===== src/rtl/seg7_pkg.sv =====
// Shared 7-segment types and the hex glyph table, segment order {g,f,e,d,c,b,a}, 1 = lit.
package seg7_pkg;

  typedef logic [6:0] seg7_t;

  localparam seg7_t SEG7_BLANK = 7'h00;

  localparam seg7_t SEG7_HEX [16] = '{
    7'h3F, 7'h06, 7'h5B, 7'h4F,
    7'h66, 7'h6D, 7'h7D, 7'h07,
    7'h7F, 7'h6F, 7'h77, 7'h7C,
    7'h39, 7'h5E, 7'h79, 7'h71
  };

  function automatic seg7_t seg7_decode(input logic [3:0] nibble);
    return SEG7_HEX[nibble];
  endfunction

endpackage


===== src/rtl/seg7_hex_decoder.sv =====
// Combinational nibble to 7-segment glyph lookup; the caller registers the result.
module seg7_hex_decoder
  import seg7_pkg::*;
(
  input  logic [3:0] nibble,
  output logic [6:0] seg
);

  assign seg = seg7_decode(nibble);

endmodule


===== src/rtl/display_7_seg_mux.sv =====
// Time-multiplexed N-digit hex display driver with dead-time blanking and frame-aligned updates.
// Optional leading-zero blanking is enabled by defining DISPLAY_7_SEG_LZB_EN.
module display_7_seg_mux
  import seg7_pkg::*;
#(
  parameter int NUM_DIGITS       = 4,
  parameter int CLK_HZ           = 16000000,
  parameter int REFRESH_HZ       = 250,
  parameter int DEAD_CYCLES      = 16,
  parameter int DIGIT_ACTIVE_LOW = 1
) (
  input  logic                    clk,
  input  logic                    reset,
  input  logic [4*NUM_DIGITS-1:0] value,
  input  logic [NUM_DIGITS-1:0]   dp,
  input  logic                    load,
  output logic [6:0]              seg,
  output logic                    seg_dp,
  output logic [NUM_DIGITS-1:0]   digit_en,
  output logic                    frame_tick
);

  localparam int TICK_DIV = CLK_HZ / (REFRESH_HZ * NUM_DIGITS);
  localparam int PW       = $clog2(TICK_DIV);
  localparam int IW       = (NUM_DIGITS > 1) ? $clog2(NUM_DIGITS) : 1;
  localparam bit HAS_DEAD = (DEAD_CYCLES > 0);

  localparam logic [PW-1:0] PRE_LAST = PW'(TICK_DIV - 1);
  localparam logic [PW-1:0] PRE_DEAD = PW'(DEAD_CYCLES);
  localparam logic [IW-1:0] IDX_LAST = IW'(NUM_DIGITS - 1);
  localparam logic [NUM_DIGITS-1:0] EN_OFF = (DIGIT_ACTIVE_LOW != 0) ? '1 : '0;

  typedef enum logic {BLANK, SHOW} state_t;

  state_t                  state, state_nx;
  logic [PW-1:0]           prescaler, prescaler_nx;
  logic [IW-1:0]           index, index_nx;
  logic [4*NUM_DIGITS-1:0] pending_value, shown_value, shown_value_nx;
  logic [NUM_DIGITS-1:0]   pending_dp, shown_dp, shown_dp_nx;
  logic                    pending_valid;
  logic                    pre_wrap, commit;
  logic [3:0]              cur_nibble;
  logic [6:0]              dec_seg;
  logic [NUM_DIGITS-1:0]   onehot, keep, en_nx;

  // Outputs are registered from next-state values so they line up with the slot position.
  always_comb begin
    pre_wrap     = (prescaler == PRE_LAST);
    prescaler_nx = pre_wrap ? '0 : prescaler + 1'b1;
    index_nx     = index;
    commit       = 1'b0;
    if (pre_wrap) begin
      if (index == IDX_LAST) begin
        index_nx = '0;
        commit   = 1'b1;
      end else begin
        index_nx = index + 1'b1;
      end
    end

    shown_value_nx = shown_value;
    shown_dp_nx    = shown_dp;
    if (commit && pending_valid) begin
      shown_value_nx = pending_value;
      shown_dp_nx    = pending_dp;
    end

    case (state)
      BLANK:   state_nx = (prescaler_nx >= PRE_DEAD) ? SHOW : BLANK;
      SHOW:    state_nx = (pre_wrap && HAS_DEAD) ? BLANK : SHOW;
      default: state_nx = BLANK;
    endcase

    cur_nibble = shown_value_nx[{index_nx, 2'b00} +: 4];
    onehot     = '0;
    onehot[index_nx] = 1'b1;
    en_nx      = (state_nx == SHOW) ? (onehot & keep) : '0;
  end

`ifdef DISPLAY_7_SEG_LZB_EN
  // Scan downward: a digit stays visible once any nonzero nibble or lit dp exists at or above it.
  always_comb begin
    logic acc;
    acc  = 1'b0;
    keep = '0;
    for (int k = NUM_DIGITS - 1; k >= 0; k--) begin
      acc     = acc | (shown_value_nx[4*k +: 4] != 4'h0) | shown_dp_nx[k];
      keep[k] = acc | (k == 0);
    end
  end
`else
  assign keep = '1;
`endif

  seg7_hex_decoder u_decoder (
    .nibble (cur_nibble),
    .seg    (dec_seg)
  );

  // A load in the commit cycle becomes the next pending value; the commit used the old one.
  always_ff @(posedge clk) begin
    if (reset) begin
      state         <= BLANK;
      prescaler     <= '0;
      index         <= '0;
      pending_value <= '0;
      pending_dp    <= '0;
      pending_valid <= 1'b0;
      shown_value   <= '0;
      shown_dp      <= '0;
      seg           <= SEG7_BLANK;
      seg_dp        <= 1'b0;
      digit_en      <= EN_OFF;
      frame_tick    <= 1'b0;
    end else begin
      state       <= state_nx;
      prescaler   <= prescaler_nx;
      index       <= index_nx;
      shown_value <= shown_value_nx;
      shown_dp    <= shown_dp_nx;
      if (load) begin
        pending_value <= value;
        pending_dp    <= dp;
        pending_valid <= 1'b1;
      end else if (commit) begin
        pending_valid <= 1'b0;
      end
      seg        <= dec_seg;
      seg_dp     <= shown_dp_nx[index_nx];
      digit_en   <= en_nx ^ EN_OFF;
      frame_tick <= commit;
    end
  end

endmodule


===== config.mk =====
export PLATFORM = sky130hd
export DESIGN_NAME = display_7_seg_mux
export DESIGN_NICKNAME = d
export VERILOG_FILES = /design/src/rtl/seg7_pkg.sv /design/src/rtl/seg7_hex_decoder.sv /design/src/rtl/display_7_seg_mux.sv
export SDC_FILE = /design/constraint.sdc
export NUM_CORES = 1
export LEC_CHECK = 0
export ABC_CLOCK_PERIOD_IN_PS = 3700
export BUFFER_PORTS_ARGS = -buffer_cell sky130_fd_sc_hd__buf_4
export CORE_MARGIN = 4
export CORE_UTILIZATION = 58
export DETAILED_ROUTE_END_ITERATION = 10
export PLACE_DENSITY = 0.76
export SLEW_MARGIN = 20
export SYNTH_ARGS = -nofsm -noshare
export SYNTH_HDL_FRONTEND = slang
export SYNTH_HIERARCHICAL = 1
export SYNTH_SLANG_ARGS = --single-unit

===== constraint.sdc =====
create_clock -name clk -period 3.7 [get_ports clk]
set_input_delay 0.74 -clock clk [delete_from_list [all_inputs] [get_ports clk]]
set_output_delay 0.74 -clock clk [all_outputs]
set_load 0.02 [all_outputs]

==> impl_metrics.ini <==
[timing]
post-route-min-period_ns = 3.34
rsz0062_at_grt = no
setup_viol = 0
fin_crit_sh = 0.904
tightest_slew_ns = 0.731
relSlewSlack = 0.512
setup_tns_ns = 0
finClkSkew_ns = 0.00972
slew_viol_final = 0
fmaxAchievable_mhz = 299
hold_viol_final = 0

[yosys]
yosys-top-cells-count = dfxtp_1 (71), nand2_1 (50), nor2_1 (44)
ys_seq_elements = 71
yosys-top-cells-area = dfxtp_1 (43%), mux2i_1 (12%), nand2_1 (5.6%), nor2_1 (4.9%), a21oi_1 (4.0%)
postSynthCellCount = 371
ys.flop_type = dfxtp_1
ys_seq_area_frac = 0.425
post-synth-top-count-cell = dfxtp_1
synth-async-reset-ratio = 0
synth_edf_count = 0
syn_nets = 403
synth_top_area_share = 0.425
syn_area_mm2 = 0.00334
yosysTopAreaCell = dfxtp_1
avgSynthCellArea_um2 = 9.01
synth_warnings = 6
synthDistinctLibCells = 49

[die]
start_util = 0.603
boundaryPins = 36
fp.dieW_um = 83.9
row_count = 27
core_mm2 = 0.00554
die_h_um = 83.9
dieArea_mm2 = 0.00704

[global_routing]
grtUsageTotal = 0.199
grt_max_degree = 58
grt-ovfl-total = 0
met2_usage = 0.329
use_met3 = 0.0503
busiest_layer = met2
grt_pass1_vias = 2468
grt_pass1_wl_um = 11300
antenna_found_initial = 0
grtUsageMet1 = 0.243

[layout]
areaGrowthSynthToFinish_pct = 14.5
fin_area_mm2 = 0.00383
drive_gt1_frac = 0.173
seq_area_mm2 = 0.00142
multi_input_area_mm2 = 0.00176
finalCoreUtilization = 0.691
fillers = 456
fin_nets = 426
antenna_cells = 0

[detailed_routing]
wire_per_inst_um = 14.0
antenna_left = 0
num_vias = 2587
drtIter0Drc = 113
wirelength_um = 6580
first_pass_iters = 4
drc = 0
viasPerCell = 5.49

[cts]
post_cts_buffers = 0
cts_root_buf = clkbuf_8
h-tree-depth = 3
worstSkewPairLatency_ns = 0.34
postCtsHoldBufs = 0
clockBufferDepth = 2
cts_resized = 0
path_clk_slew_ns = 0.07
clock-sinks = 71
numCtsBuffers = 9
cts_tree = built

[worst_setup_path]
cp_max_fo = 10
worstSetupPathType = flop to flop
end_kind = flop
crit_chain = and4_1, nand4_2, mux2i_4, o311ai_0, mux2i_1, inv_1, ha_1, mux4_1, nor2b_1
required_ns = 3.91
slowest_stage = mux4_1
critPathMaxStageDelay_ns = 0.48
start_kind = flop
arrival_ns = 3.56

[pwr]
vdd_drop_max_uv = 322
p_leak_uw = 0.00154
p_per_area_mw_per_mm2 = 415
p_total_uw = 1590

[placement]
gp_congestion = 0.887
dpl_cell_area_mm2 = 0.00359
io_buffer_count = 35
place.detailed.hpwl_um = 4590

[min_path]
holdCritPathClass = flop to flop

[run_status]
status = completed

[run]
timing.max_cap.violations = 0
## through the flow
stage	std cells	hold slack [ns]	setup slack [ns]
finish	471	0.453	0.357
floorplan	371	0.431	0.686
CTS	471	0.458	0.355
global placement	455	0.441	0.477
global route	471	0.471	0.0266
detailed placement	455	0.448	0.367
## worst paths after layout
path / from / endpoint / slack [ns] / depth (start not counted)
worst max-delay path: prescaler[5]$_SDFF_PP0_ / seg[3]$_SDFF_PP0_ / 0.36 / 9
worst max register to register: prescaler[5]$_SDFF_PP0_ / seg[3]$_SDFF_PP0_ / 0.36 / 9
worst min-delay path: pending_value[14]$_SDFFE_PP0P_ / shown_value[14]$_SDFF_PP0_ / 0.45 / 2
worst min register to register: pending_value[14]$_SDFFE_PP0P_ / shown_value[14]$_SDFF_PP0_ / 0.45 / 2
## cells by family after synthesis
kind of cell               synth area share
muxes                                 0.164
and+or+nand+nor                       0.217
xor gates and xnor gates             0.0288
DFF                                   0.425
buffers and inverters                0.0494
AOI/OAI and AO/OA                    0.0824
adders and majority gates            0.0337
## report_power, final
group / switching (uW) / internal [uW] / leakage, uW / total (uW)
registers: 13.6 / 784 / 0.000579 / 798
logic: 39.0 / 37.8 / 0.000845 / 76.9
clock network: 279 / 436 / 0.000119 / 715
total: 332 / 1260 / 0.00154 / 1590
## layout by cell type (no fill, tap or decap), types with 2 or more instances in the layout
cell type,count
nand4b_1,2
o21ai_0,4
nor4_1,3
a211o_1,2
and2_1,2
nand3_1,9
ha_1,9
buf_4,39
clkbuf_8,12
nor2b_1,9
and4_1,2
nand4_1,7
mux2i_1,39
inv_1,7
dfxtp_1,71
xnor2_1,4
nand2b_1,2
o311ai_0,4
bufinv_16,2
nor3_1,10
or3_1,5
mux2_2,5
nand2_1,50
xor2_1,7
a21oi_1,27
a21o_1,2
nor2_1,44
## critical path, delay by kind of cell, from the launching register on
| family | cells | cell delay, ns |
|---|---|---|
| adder cells (fa/ha/maj) | 1 | 0.35 |
| buffers and inverters | 1 | 0.17 |
| AO/OA/AOI/OAI | 1 | 0.18 |
| AND/OR/NAND/NOR | 3 | 0.83 |
| multiplexers | 3 | 1.27 |
| flip-flops | 1 | 0.42 |
## per-layer routing
| layer | part of all wire | routed length [um] |
|---|---|---|
| met1 | 0.45 | 2970 |
| met2 | 0.48 | 3180 |
| met3 | 0.043 | 281 |
| met4 | 0.024 | 155 |
| met5 | 0 | 0 |
## registers in the layout, indices dropped and copies added (netlist names), 2 cells and up
name / count
shown_dp: 4
digit_en: 4
shown_value: 16
prescaler: 14
pending_value: 16
seg: 7
index: 2
pending_dp: 4
## final cells by class
type,instances,share of cell area
Clock buffer,12,0.0432
Clock inverter,4,0.0199
Inverter,7,0.00686
Multi-Input combinational cell,266,0.459
Sequential cell,71,0.371
Tap cell,72,0.0235
Timing Repair Buffer,39,0.0765
Note: power is estimated with default switching activity, not from simulation.
